==> config.mk <==
export PLATFORM = sky130hd
export DESIGN_NAME = cacheline_adaptor
export DESIGN_NICKNAME = d
export VERILOG_FILES = /design/src/rtl/cacheline_adaptor.sv
export SDC_FILE = /design/constraint.sdc
export NUM_CORES = 1
export LEC_CHECK = 0
export BUFFER_PORTS_ARGS = -buffer_cell sky130_fd_sc_hd__buf_2
export CELL_PAD_IN_SITES_DETAIL_PLACEMENT = 2
export CELL_PAD_IN_SITES_GLOBAL_PLACEMENT = 2
export CORE_MARGIN = 1
export CORE_UTILIZATION = 35
export CTS_BUF_LIST = sky130_fd_sc_hd__clkbuf_8
export CTS_CLUSTER_SIZE = 28
export DETAILED_ROUTE_END_ITERATION = 12
export PLACE_DENSITY_LB_ADDON = 0.08
export SLEW_MARGIN = 15
export SYNTH_ARGS = -nofsm -noshare
export SYNTH_HDL_FRONTEND = slang
export SYNTH_SLANG_ARGS = --single-unit
==> constraint.sdc <==
create_clock -name clk -period 3.5 [get_ports clk]
set_input_delay 0.35 -clock clk [delete_from_list [all_inputs] [get_ports clk]]
set_output_delay 0.35 -clock clk [all_outputs]
set_load 0.02 [all_outputs]
==> src/rtl/cacheline_adaptor.sv <==
// cacheline_adaptor
//   Splits a cache-line transaction from the arbiter into BURST_W-wide beats on the
//   physical-memory port and reassembles read beats back into a full line. One
//   transaction in flight; requests are only accepted while idle.
//
// Ports
//   clk, rst                 : clock (rising edge), asynchronous active-low reset
//   line_read, line_write    : line requests, held by the arbiter until line_resp
//   line_addr, line_wdata    : line address (low 5 bits ignored) and write line
//   line_rdata, line_resp    : last completed read line, one-cycle completion pulse
//   burst_read, burst_write  : memory requests, held for the whole burst
//   burst_addr, burst_wdata  : line-aligned burst address, current write beat
//   burst_rdata, burst_resp  : read beat and per-beat handshake from memory
module cacheline_adaptor #(
    parameter int unsigned LINE_W  = 256,
    parameter int unsigned BURST_W = 64
) (
    input  logic               clk,
    input  logic               rst,
    input  logic               line_read,
    input  logic               line_write,
    input  logic [31:0]        line_addr,
    input  logic [LINE_W-1:0]  line_wdata,
    output logic [LINE_W-1:0]  line_rdata,
    output logic               line_resp,
    output logic               burst_read,
    output logic               burst_write,
    output logic [31:0]        burst_addr,
    output logic [BURST_W-1:0] burst_wdata,
    input  logic [BURST_W-1:0] burst_rdata,
    input  logic               burst_resp
);

    typedef enum logic [1:0] {StIdle, StRd, StWr, StDone} state_e;

    state_e             state_q, state_d;
    logic [1:0]         cnt_q, cnt_d;
    logic [26:0]        addr_q, addr_d;
    logic [LINE_W-1:0]  wdata_q, wdata_d;
    logic [LINE_W-1:0]  buf_q, buf_d;
    logic [LINE_W-1:0]  rdata_q, rdata_d;

    logic accept;
    logic beat;
    logic rd_beat;
    logic unused_addr_bits;

    // Line offset bits never reach memory; bursts are always line aligned.
    assign unused_addr_bits = ^line_addr[4:0];

    // ---------------------------------------------------------------- state register
    always_ff @(posedge clk or negedge rst) begin
        if (!rst) begin
            state_q <= StIdle;
        end else begin
            state_q <= state_d;
        end
    end

    // ---------------------------------------------------------------- next state
    always_comb begin
        state_d = state_q;
        unique case (state_q)
            StIdle: begin
                if (line_write) begin
                    state_d = StWr;
                end else if (line_read) begin
                    state_d = StRd;
                end
            end
            StRd, StWr: begin
                if (burst_resp && (cnt_q == 2'd3)) begin
                    state_d = StDone;
                end
            end
            // Requests are not sampled here so a request held through line_resp
            // cannot be accepted a second time.
            StDone:  state_d = StIdle;
            default: state_d = StIdle;
        endcase
    end

    // ---------------------------------------------------------------- outputs
    always_comb begin
        burst_read  = (state_q == StRd);
        burst_write = (state_q == StWr);
        line_resp   = (state_q == StDone);
        burst_addr  = {addr_q, 5'b0};
        burst_wdata = wdata_q[32'(cnt_q) * BURST_W +: BURST_W];
        line_rdata  = rdata_q;
    end

    // ---------------------------------------------------------------- datapath
    always_comb begin
        accept  = (state_q == StIdle) && (line_read || line_write);
        beat    = ((state_q == StRd) || (state_q == StWr)) && burst_resp;
        rd_beat = (state_q == StRd) && burst_resp;

        addr_d  = accept ? line_addr[31:5] : addr_q;
        wdata_d = ((state_q == StIdle) && line_write) ? line_wdata : wdata_q;

        cnt_d = cnt_q;
        if (accept) begin
            cnt_d = 2'd0;
        end else if (beat) begin
            cnt_d = cnt_q + 2'd1;
        end

        // Beats assemble in a scratch buffer so line_rdata only changes once a
        // whole line has arrived.
        buf_d = buf_q;
        if (rd_beat) begin
            buf_d[32'(cnt_q) * BURST_W +: BURST_W] = burst_rdata;
        end

        rdata_d = rdata_q;
        if (rd_beat && (cnt_q == 2'd3)) begin
            rdata_d = buf_d;
        end
    end

    always_ff @(posedge clk or negedge rst) begin
        if (!rst) begin
            cnt_q   <= 2'd0;
            addr_q  <= '0;
            wdata_q <= '0;
            buf_q   <= '0;
            rdata_q <= '0;
        end else begin
            cnt_q   <= cnt_d;
            addr_q  <= addr_d;
            wdata_q <= wdata_d;
            buf_q   <= buf_d;
            rdata_q <= rdata_d;
        end
    end

endmodule

==> flow_summary.ini <==
[worst_setup_path]
crit_path_top_delay_cell = sky130_fd_sc_hd__buf_4
cp-end-kind = output port
start_to_end_type_of_the_worst_setup_path = reg -> out
crit_path_cell_trace = buf_4 -> mux4_2 -> buf_2
crit_required_ns = 3.15
worstPathMaxFanout = 47
crit_path_start_kind = flip-flop
r2r-start = state_q[1]
critical-path-max-stage-delay_ns = 0.73
timing.reg2reg.worst_path_depth = 5
worst_r2r_endpoint = buf_q[191]
worst_ep_arrival_time_ns = 2.89
timing.reg2reg.setup_slack_ns = 0.73

[synthesis]
synth.yosys.warnings = 0
synth_seq_cells = 735
yosys.area.top_type = sky130_fd_sc_hd__dfrtp_1
synth_cell_types = 39
synth-async-reset-ratio_pct = 100
netlist_top_cells_area = sky130_fd_sc_hd__dfrtp_1, sky130_fd_sc_hd__mux2_2, sky130_fd_sc_hd__a22o_1, sky130_fd_sc_hd__mux4_2, sky130_fd_sc_hd__nand3b_1
postSynthAreaPerCell_um2 = 13.7
postSynthCellCount = 2238
synthFlopType = sky130_fd_sc_hd__dfrtp_1
synth_area_mm2 = 0.0307
synth_commonest_cells = sky130_fd_sc_hd__dfrtp_1, sky130_fd_sc_hd__mux2_2, sky130_fd_sc_hd__a22o_1
number_of_flops_mapped_to_enable_cells_by_yosys = 0
synth-seq-area-share_pct = 59.9
synth_largest_type_area_fraction_pct = 59.9
yosysMostFrequentCell = sky130_fd_sc_hd__dfrtp_1

[route]
num_vias = 25000
drt_first_iter_violations = 1263
vias_per_cell = 5.48
post_drt_wl_per_cell_um = 29.8
first_pass_iters = 5
drc_markers = 0
drt_wl_total_um = 136000
remaining_number_of_nets_flagged_by_the_antenna_check_after_routing = 0

[cts]
clk-insertion-delay-late_ns = 0.84
clock_transition_at_the_register_clock_pins_on_the_worst_setup_and_hold_paths_after_cts_ns = 0.05
cts.root.buffer_cell = sky130_fd_sc_hd__clkbuf_8
clock_buffers_created_by_tritoncts = 138
cts-root-to-sink-buffers = 3
post_cts_buffers = 0
cts_sinks = 735
cts_tree = built
cts_max_level = 4

[sta]
finalWorstPathRequiredPeriod_ns = 3.24
fin_worst_hold_slack_ns = 0.114
rsz0062_at_grt = no
final-max-slew-violation-count = 0
timing.setup.tns_ns = 0
remaining_max_slew_budget_at_the_tightest_pin_pct = 34.0
max_freq_mhz = 309
setup_viol_count_final = 0
min_period_over_period_pct = 92.6
final-hold-violation-count = 0
post_route_skew_ns = 0.0942
worst-slew-pin-transition_ns = 0.991

[die]
die_height_um = 298
design.die.area_mm2 = 0.0890
core_region_area_mm2 = 0.0869
width_of_the_die_um = 298
floorplan.rows = 108
boundaryPins = 712
initial_core_util_pct = 35.4

[hold_path]
hold_path_class = in -> reg
hold_path_startpoint = burst_resp
hold_end = cnt_q[1]
min_path_cells = 3

[power_and_ir_drop]
pwr_density_cell_mw_per_mm2 = 865
cellLeakagePower_nw = 19.5
irDropWorstVdd_mv = 0.592

[grt]
grt_antenna_before_repair = 30
first_global_vias = 29000
gr-total-overflow = 0
grt_max_degree = 161
grt_pass1_wl_um = 195000
grtUsageTotal_pct = 29.3

[status]
status = finished, final reports clean

[final_layout]
area.growth.synth_to_final_pct = 35.9
final_layout_size_suffix_gt1_share_pct = 40.4
n_fill_cell = 8435
layoutNonFillerInstCount = 4566
design_area_mm2 = 0.0418
final_net_count = 3649

[placed_design]
dp_hpwl_um = 76800
finalWeightedCongestion = 0.793
place_inst = 3947
dpl-instance-area_mm2 = 0.0355
placement.io_buffers = 701

[run]
maxCapViolations = 0
layer usage:
metal | vias up | wire, um | global-route usage, %
met5 | - | 69 | 0
met4 | 10 | 6240 | 13.3
met3 | 323 | 8070 | 7.49
met2 | 934 | 70300 | 51.3
met1 | 13300 | 51500 | 33.4
li1 | 10400 | - | -
worst max path at each step:
| stage | start | end | slack, ns | depth (start not counted) |
|---|---|---|---|---|
| final | cnt_q[1] | burst_wdata[1] | 0.26 | 3 |
| after floorplan | cnt_q[1] | line_rdata[10] | 1.06 | 8 |
| after global placement | cnt_q[1] | line_rdata[2] | 0.78 | 6 |
| after global routing | cnt_q[1] | burst_wdata[1] | 0.17 | 3 |
| after detailed placement | state_q[1] | buf_q[168] | 0.69 | 5 |
| after CTS | cnt_q[1] | burst_wdata[1] | 0.19 | 3 |
registers in the layout, indices dropped and copies added, names as in the netlist:
| register | cells |
|---|---|
| line_rdata | 256 |
| wdata_q | 256 |
| buf_q | 192 |
| addr_q | 27 |
| cnt_q | 2 |
| state_q | 2 |
repair_timing:
item / in CTS / in global routing
hold endpoints to repair: 793 / 0
hold buffers: 351 / 0
resized for setup: 0 / 0
through the flow:
stage               util (%)  total power [mW]  worst slack, ns
floorplan                  -              21.2             1.06
global placement        40.8              25.7            0.783
detailed placement      40.8              26.3            0.685
CTS                     47.9              35.1            0.185
global route            48.0              37.6            0.170
finish                  48.1              36.1            0.259
cell usage in the layout, fill, tap and decap left out, drive strengths merged, types with 35 or more instances in the layout:
master / n
nor2b: 36
dlygate4sd3: 351
o21ai: 36
nand3b: 93
clkbuf: 173
a22o: 256
mux2: 283
a21oi: 67
diode: 37
o211ai: 93
nand2: 162
a32oi: 64
buf: 753
nor2: 66
mux2i: 35
mux4: 64
dfrtp: 735
inv: 51
final cells by class:
cell class,count,area (um^2),share of cell area [%]
tap,1155,1450,3.46
clock inverter,58,293,0.701
inverter,5,20.0,0.0479
multi-input combinational,1299,11500,27.5
timing repair buffer,1104,7650,18.3
clock buffer,173,2380,5.70
sequential,735,18400,44.1
antenna,37,92.6,0.222
critical path: cells and delay by family (launching register included):
kind | cells | cell delay [ns]
mux | 1 | 0.49
buf+inv | 2 | 0.94
flops | 1 | 0.65
cells by family after synthesis:
| family | after synthesis | synth area share, % |
|---|---|---|
| buf+inv | 208 | 3.26 |
| compound gates | 519 | 13.9 |
| flops | 735 | 59.9 |
| fa+ha+maj | 9 | 0.366 |
| simple gates | 383 | 6.40 |
| xor+xnor | 1 | 0.0285 |
| other cells | 1 | 0.0122 |
| mux | 382 | 16.2 |
report_power, final:
| group | total, mW | switching, mW | internal (mW) |
|---|---|---|---|
| Clock | 8.52 | 4.08 | 4.45 |
| Sequential | 13.9 | 2.28 | 11.6 |
| Combinational | 13.7 | 7.94 | 5.77 |
| Total | 36.1 | 14.3 | 21.8 |
Note: power is estimated with default switching activity, not from simulation.
